===== src/rtl/rca_pkg.sv =====
// Shared helpers for the pipelined ripple-carry adder: segment sizing and a
// reference segment add for use alongside the fulladder-based datapath.
package rca_pkg;

  localparam int unsigned SEG_MAX = 64;

  function automatic int unsigned seg_width(input int unsigned width,
                                            input int unsigned stages);
    return (stages == 0) ? width : width / stages;
  endfunction

  // Returns {cout, sum} for a segment of up to SEG_MAX bits (zero-extend narrower operands).
  function automatic logic [SEG_MAX:0] seg_add(input logic [SEG_MAX-1:0] a,
                                               input logic [SEG_MAX-1:0] b,
                                               input logic               cin);
    return {1'b0, a} + {1'b0, b} + {{SEG_MAX{1'b0}}, cin};
  endfunction

endpackage


===== src/rtl/fulladder.sv =====
// Single-bit full adder, the ripple element of rca_segment.
module fulladder (
  input  logic a,
  input  logic b,
  input  logic cin,
  output logic s,
  output logic cout
);

  assign s    = a ^ b ^ cin;
  assign cout = (a & b) | (cin & (a ^ b));

endmodule


===== src/rtl/rca_segment.sv =====
// Combinational SEG-bit ripple adder; also exposes the carry into the top bit
// so the final stage can form signed overflow.
module rca_segment #(
  parameter int unsigned SEG = 8
) (
  input  logic [SEG-1:0] a,
  input  logic [SEG-1:0] b,
  input  logic           cin,
  output logic [SEG-1:0] s,
  output logic           cout,
  output logic           c_msb_in
);

  logic [SEG:0] c;

  assign c[0] = cin;

  for (genvar i = 0; i < SEG; i++) begin : g_bit
    fulladder u_fa (
      .a    (a[i]),
      .b    (b[i]),
      .cin  (c[i]),
      .s    (s[i]),
      .cout (c[i+1])
    );
  end

  assign cout     = c[SEG];
  assign c_msb_in = c[SEG-1];

endmodule


===== src/rtl/rca_pipe.sv =====
// Pipelined ripple-carry adder/subtractor: one SEG-bit segment per stage, with
// operands and partial sums skewed alongside so each stage holds a whole op.
module rca_pipe
  import rca_pkg::*;
#(
  parameter int unsigned WIDTH  = 32,
  parameter int unsigned STAGES = 4
) (
  input  logic             clk,
  input  logic             rst_n,
  input  logic             in_valid,
  output logic             in_ready,
  input  logic [WIDTH-1:0] in_a,
  input  logic [WIDTH-1:0] in_b,
  input  logic             in_sub,
  input  logic             in_cin,
  output logic             out_valid,
  input  logic             out_ready,
  output logic [WIDTH-1:0] out_sum,
  output logic             out_cout,
  output logic             out_ovf
);

  localparam int unsigned SEG = seg_width(WIDTH, STAGES);

  if (STAGES < 1 || STAGES > WIDTH || (WIDTH % STAGES) != 0) begin : g_bad_params
    $error("rca_pipe: WIDTH (%0d) must be a multiple of STAGES (%0d), 1 <= STAGES <= WIDTH",
           WIDTH, STAGES);
  end

  typedef struct packed {
    logic             valid;
    logic             carry;
    logic             c_msb;
    logic [WIDTH-1:0] a;
    logic [WIDTH-1:0] b;
    logic [WIDTH-1:0] sum;
  } stage_t;

  stage_t stage_q [STAGES];

  logic             advance;
  logic [WIDTH-1:0] b_eff;
  logic             c0;

  logic [SEG-1:0] seg_a  [STAGES];
  logic [SEG-1:0] seg_b  [STAGES];
  logic [SEG-1:0] seg_s  [STAGES];
  logic           seg_ci [STAGES];
  logic           seg_co [STAGES];
  logic           seg_cm [STAGES];

  assign advance  = out_ready | ~out_valid;
  assign in_ready = advance;
  assign b_eff    = in_sub ? ~in_b : in_b;
  assign c0       = in_sub | in_cin;

  for (genvar g = 0; g < STAGES; g++) begin : g_stage
    if (g == 0) begin : g_first
      assign seg_a[g]  = in_a[SEG-1:0];
      assign seg_b[g]  = b_eff[SEG-1:0];
      assign seg_ci[g] = c0;
    end else begin : g_next
      assign seg_a[g]  = stage_q[g-1].a[g*SEG +: SEG];
      assign seg_b[g]  = stage_q[g-1].b[g*SEG +: SEG];
      assign seg_ci[g] = stage_q[g-1].carry;
    end

    rca_segment #(.SEG(SEG)) u_seg (
      .a        (seg_a[g]),
      .b        (seg_b[g]),
      .cin      (seg_ci[g]),
      .s        (seg_s[g]),
      .cout     (seg_co[g]),
      .c_msb_in (seg_cm[g])
    );
  end

  // Whole pipeline moves together: a stalled output freezes every stage.
  always_ff @(posedge clk or negedge rst_n) begin
    if (!rst_n) begin
      for (int unsigned k = 0; k < STAGES; k++) begin
        stage_q[k] <= '0;
      end
    end else if (advance) begin
      stage_q[0].valid          <= in_valid;
      stage_q[0].carry          <= seg_co[0];
      stage_q[0].c_msb          <= seg_cm[0];
      stage_q[0].a              <= in_a;
      stage_q[0].b              <= b_eff;
      stage_q[0].sum            <= '0;
      stage_q[0].sum[SEG-1:0]   <= seg_s[0];
      for (int unsigned k = 1; k < STAGES; k++) begin
        stage_q[k]                 <= stage_q[k-1];
        stage_q[k].carry           <= seg_co[k];
        stage_q[k].c_msb           <= seg_cm[k];
        stage_q[k].sum[k*SEG +: SEG] <= seg_s[k];
      end
    end
  end

  assign out_valid = stage_q[STAGES-1].valid;
  assign out_sum   = stage_q[STAGES-1].sum;
  assign out_cout  = stage_q[STAGES-1].carry;
  assign out_ovf   = stage_q[STAGES-1].carry ^ stage_q[STAGES-1].c_msb;

endmodule


===== config.mk =====
export PLATFORM = sky130hd
export DESIGN_NAME = rca_pipe
export DESIGN_NICKNAME = d
export VERILOG_FILES = /design/src/rtl/rca_pkg.sv /design/src/rtl/fulladder.sv /design/src/rtl/rca_segment.sv /design/src/rtl/rca_pipe.sv
export SDC_FILE = /design/constraint.sdc
export NUM_CORES = 1
export LEC_CHECK = 0
export BUFFER_PORTS_ARGS = -buffer_cell sky130_fd_sc_hd__buf_2
export CORE_MARGIN = 2
export CORE_UTILIZATION = 45
export CTS_CLUSTER_DIAMETER = 30
export DETAILED_ROUTE_END_ITERATION = 8
export GPL_TIMING_DRIVEN = 0
export HOLD_SLACK_MARGIN = 0.06
export PLACE_DENSITY = 0.68
export SYNTH_ARGS = -nofsm -noshare
export SYNTH_HDL_FRONTEND = slang
export SYNTH_SLANG_ARGS = --single-unit

===== constraint.sdc =====
create_clock -name clk -period 5.6 [get_ports clk]
set_input_delay 1.12 -clock clk [delete_from_list [all_inputs] [get_ports clk]]
set_output_delay 1.12 -clock clk [all_outputs]
set_load 0.02 [all_outputs]

# Word level (Yosys, flattened, before mapping)

Index checks and enable logic that the tools add are counted.

Bits in registers: 281
Bits of input ports: 70
Output and inout bits: 36
Logic and storage cells: 185

Mux-type cells: 1
Bitwise logic cells: 165

Operators by type and width:

| operator      | count |
|---|---|
| $xor A1 B1 Y1 | 65 |
| $and A1 B1 Y1 | 64 |
| $or A1 B1 Y1  | 34 |
| $mux W32      | 1 |
| $not A32 Y32  | 1 |
| $not A1 Y1    | 1 |

# Longest topological paths before layout

Word-level depth: 19
Mapped depth: 13
Depth with buffers taken out: 13

# Hierarchy

Synthesis repeated with hierarchy kept, for this count alone.

Cell total of the unflattened synthesis: 494
Area, all modules: 8647.0 um^2

Modules (own cells, without submodules):

| module    | instances | cells each | area an instance (um^2) | sequential area each (um^2) |
|---|---|---|---|---|
| rca_pipe  | 1         | 462        | 8006.4                  | 4629.4 |
| fulladder | 32        | 1          | 20.0                    | 0.0 |

# Least setup slack after synthesis

OpenSTA, ideal clock, no wires.

Kind: input port to flip-flop
From: in in_sub
To: reg stage_q[304] (netlist bit)
Setup time: 0.125 ns
Arrival time: 5.009 ns
Data required time: 5.475 ns
Setup slack: 0.466 ns
Cell stages on the path: 13
Buffers on the path: 2
Path through: buf_2 -> buf_2 -> xnor2_1 -> fa_1 -> fa_1 -> fa_1 -> fa_1 -> fa_1 -> fa_1 -> fa_1 -> inv_1 -> fa_1 -> mux2_4

Word-level cells in the longest chain between the ends: 17
Elaborated cells between the ends (all ways): 32
Those cells by class: mux (1); bitwise (31)

RTL lines:

| what                                       | line            | RTL |
|---|---|---|
| start: declaration                         | rca_pipe.sv:15  | `input logic in_sub,` |
| $mux W32                                   | rca_pipe.sv:55  | `assign b_eff = in_sub ? ~in_b : in_b;` |
| $xor A1 B1 Y1                              | fulladder.sv:11 | `assign cout = (a & b) \| (cin & (a ^ b));` |
| $and A1 B1 Y1                              | fulladder.sv:11 |  |
| $or A1 B1 Y1                               | fulladder.sv:11 |  |
| $and A1 B1 Y1                              | fulladder.sv:11 |  |
| $or A1 B1 Y1                               | fulladder.sv:11 |  |
| $and A1 B1 Y1                              | fulladder.sv:11 |  |
| $or A1 B1 Y1                               | fulladder.sv:11 |  |
| [2 not listed]                             | n/a             |  |
| $and A1 B1 Y1                              | fulladder.sv:11 |  |
| $or A1 B1 Y1                               | fulladder.sv:11 |  |
| $and A1 B1 Y1                              | fulladder.sv:11 |  |
| $or A1 B1 Y1                               | fulladder.sv:11 |  |
| $and A1 B1 Y1                              | fulladder.sv:11 |  |
| $or A1 B1 Y1                               | fulladder.sv:11 |  |
| $xor A1 B1 Y1 *                            | fulladder.sv:10 | `assign s = a ^ b ^ cin;` |
| named net g_stage[0].u_seg.g_bit[7].u_fa.s | fulladder.sv:6  | `output logic s,` |
| end signal: indexed assignment             | rca_pipe.sv:94  | `stage_q[k] <= stage_q[k-1];` |
| end: declaration                           | rca_pipe.sv:40  | `stage_t stage_q [STAGES];` |

Mark *: on every way through the listed nets, which the timed path passes. The rest lies on a longest branch.
A chain may end at the register's enable or synchronous reset.

# Worst setup path after layout

Same ends and word-level chain as after synthesis.

==> results.txt <==
Status: finished clean
Largest net degree at the start of global routing: 95
Cell area after layout: 0.0102 mm^2
Pre-CTS WS: 0.0197 ns
Gr ovfl total: 0
Drt drc: 0
Pwr Density: 578 mW/mm^2
Reg2Reg Depth: 12
DRT Pass-1 Iters: 4
Slew margin rel.: 0.526
Synth Flop Type: dfrtp_1
Post_cts resized: 0
Mapped Cells: 539
Sequential fraction of the synthesis area: 0.530
Synthesized area per cell: 16.2 um^2
Ys async rst share: 1.00
CP endpoint kind: flip-flop
Vias/cell: 4.60
Dominant cell type by area after synthesis: dfrtp_1
Syn_nets: 641
Fill cell count: 1,598
# nets final: 765
Cells taking the most area after synthesis: dfrtp_1 53%, mux2_4 21%, fa_1 7.3%, mux2_1 6.1%, buf_4 2.8%
Synth Register Bits: 185
Peak supply drop: 0.251 mV
Total setup buffers inserted after CTS: 0
Vias in the first global route: 4,690
Layout area overhead: 17.2%
Clock latency on the worst-skew pair: 0.43 ns
Hold Vio Cnt, Final: 0
Critical Path Fanout Max: 10
Worst setup margin: 0.524 ns
Fin crit period: 5.08 ns
Skew final: 0.00599 ns
Number of synthesized flops with an enable pin: 0
Footprint of the multi-input gates: 0.00351 mm^2
Setup CP Type: in2reg
Req. time, crit path: 5.91 ns
Antenna diodes: 0
Final WL: 15.6 mm
Worst-path clk slew: 0.07 ns
Vias: 4,310
Hold depth: 1
Final ANT Viol Nets: 0
Static leakage: 4.95 nW
Max-slew violation count: 0
Post-synth top area share: 0.530
First-pass GRT wire length: 25.3 mm
Core box area: 0.0189 mm^2
Root buffer cell: clkbuf_16
Sink Count: 185
Number of top-level pins: 106
Post-Syn Area: 0.00873 mm^2
Final period utilization: 0.906
Drt wl/cell: 16.6 um
Die H: 143 um
CTS tree: built
Fin cells: 936
CTS Hold Bufs: 0
Total global routing track utilization: 0.164
Syn. warnings: 0
Initial antenna violation count: 0
# port buffers: 104
Unrepaired setup endpoints after global routing: no
Num CTS Buffers: 17
Site row count: 50
Initial DRC Count: 174
H-tree depth: 4
Post-DP HPWL: 11.2 mm
Full die area: 0.0205 mm^2
Initial Util: 0.462
Fin Hold WS: 0.478 ns
Layout cell share with drive strength beyond 1: 0.478
Setup TNS: 0 ns
Placed inst area: 0.00961 mm^2
Placed cells: 904
Yosys cell types: 17
Gpl congestion: 0.762
# Max-Cap Violations: 0
Fmax: 0.197 GHz
Hold WC Path Type: reg2reg
Slew @ Worst Pin: 0.712 ns
Startpoint types: input port
Critical path arrival: 5.39 ns
FF+latch area: 0.00463 mm^2
Die width: 143 um
# setup viols final: 0
Worst-case clock buffer depth: 2
==> placed cells by master, fill, tap and decap left out, types with 2 or more instances in the layout <==
cell	count
a21oi_1	4
a21oi_2	9
buf_2	112
buf_4	32
buf_6	16
bufinv_16	3
clkbuf_1	2
clkbuf_16	17
clkinvlp_4	4
dfrtp_1	185
fa_1	32
inv_1	30
inv_6	4
inv_8	2
mux2_1	47
mux2_4	120
mux2i_1	4
nand2b_1	2
nor3b_1	13
xnor2_1	9
xor2_1	24
==> per-layer routing <==
metal | track usage | up-vias | wire (um)
li1 | - | 2010 | -
met1 | 0.221 | 2223 | 7070
met2 | 0.270 | 62 | 7900
met3 | 0.0352 | 15 | 441
met4 | 0.0470 | 0 | 166
met5 | 0 | - | 0
==> registers in the layout, indices dropped and copies added (netlist names) <==
signal     count
out_cout       1
seg_ci         3
out_valid      1
seg_a         24
stage_q      100
out_sum       32
seg_b         24
==> path summary, 6_finish.rpt <==
kind / slack (ns) / from / end
max in group asynchronous: 4.02 / rst_n / stage_q[103]
setup / recovery: 0.52 / in_sub / stage_q[304]
hold reg to reg: 0.48 / stage_q[197] / out_valid
hold / removal: 0.48 / stage_q[197] / out_valid
setup reg to reg: 1.41 / seg_a[16] / stage_q[213]
min in group asynchronous: 0.70 / rst_n / stage_q[380]
==> critical path, cell delays in order <==
cell and delay, ns:
buf_2 0.16, buf_2 0.34, xnor2_1 0.15, fa_1 0.42
fa_1 0.44, fa_1 0.41, fa_1 0.40, fa_1 0.41
fa_1 0.40, fa_1 0.37, inv_1 0.08, fa_1 0.41
mux2_4 0.26
==> cells in the mapped netlist (2+ instances only) <==
| master | count |
|---|---|
| dfrtp_1 | 185 |
| mux2_4 | 120 |
| mux2_1 | 47 |
| buf_4 | 32 |
| fa_1 | 32 |
| inv_1 | 30 |
| xor2_1 | 24 |
| buf_6 | 16 |
| nor3b_1 | 13 |
| a21oi_2 | 9 |
| buf_2 | 9 |
| xnor2_1 | 9 |
| a21oi_1 | 4 |
| mux2i_1 | 4 |
| clkbuf_1 | 2 |
| nand2b_1 | 2 |
==> stage by stage <==
step           total power [W]   util
2_1_floorplan          0.00410      -
3_3_place_gp           0.00460  0.507
3_5_place_dp           0.00471  0.509
4_1_cts                0.00600  0.541
5_1_grt                0.00631  0.541
6_report               0.00591  0.541
==> power breakdown <==
group	total, W	internal (W)	switching [W]
sequential	0.00231	0.00195	0.000362
combinational	0.00236	0.00138	0.000976
clock	0.00125	0.000714	0.000535
total	0.00591	0.00404	0.00187
==> layout make-up <==
class                      count  share of cell area
buffer                        59              0.0462
clock buffer                  17              0.0416
clock inverter                15              0.0187
inverter                      30              0.0110
multi-input combinational    265               0.343
sequential                   185               0.453
tap                          260              0.0318
timing repair buffer         105              0.0546
==> cells by family (layout without fill, tap and decap cells) <==
group / after synthesis / in the layout / share of synthesized area
AO/OA/AOI/OAI: 13 / 13 / 0.0113
XOR/XNOR: 33 / 33 / 0.0331
AND/OR/NAND/NOR: 16 / 16 / 0.0130
flip-flops: 185 / 185 / 0.530
multiplexers: 171 / 171 / 0.272
adder cells (fa/ha/maj): 32 / 32 / 0.0734
buffers and inverters: 89 / 226 / 0.0671
Power figures use the tool's default switching activity.
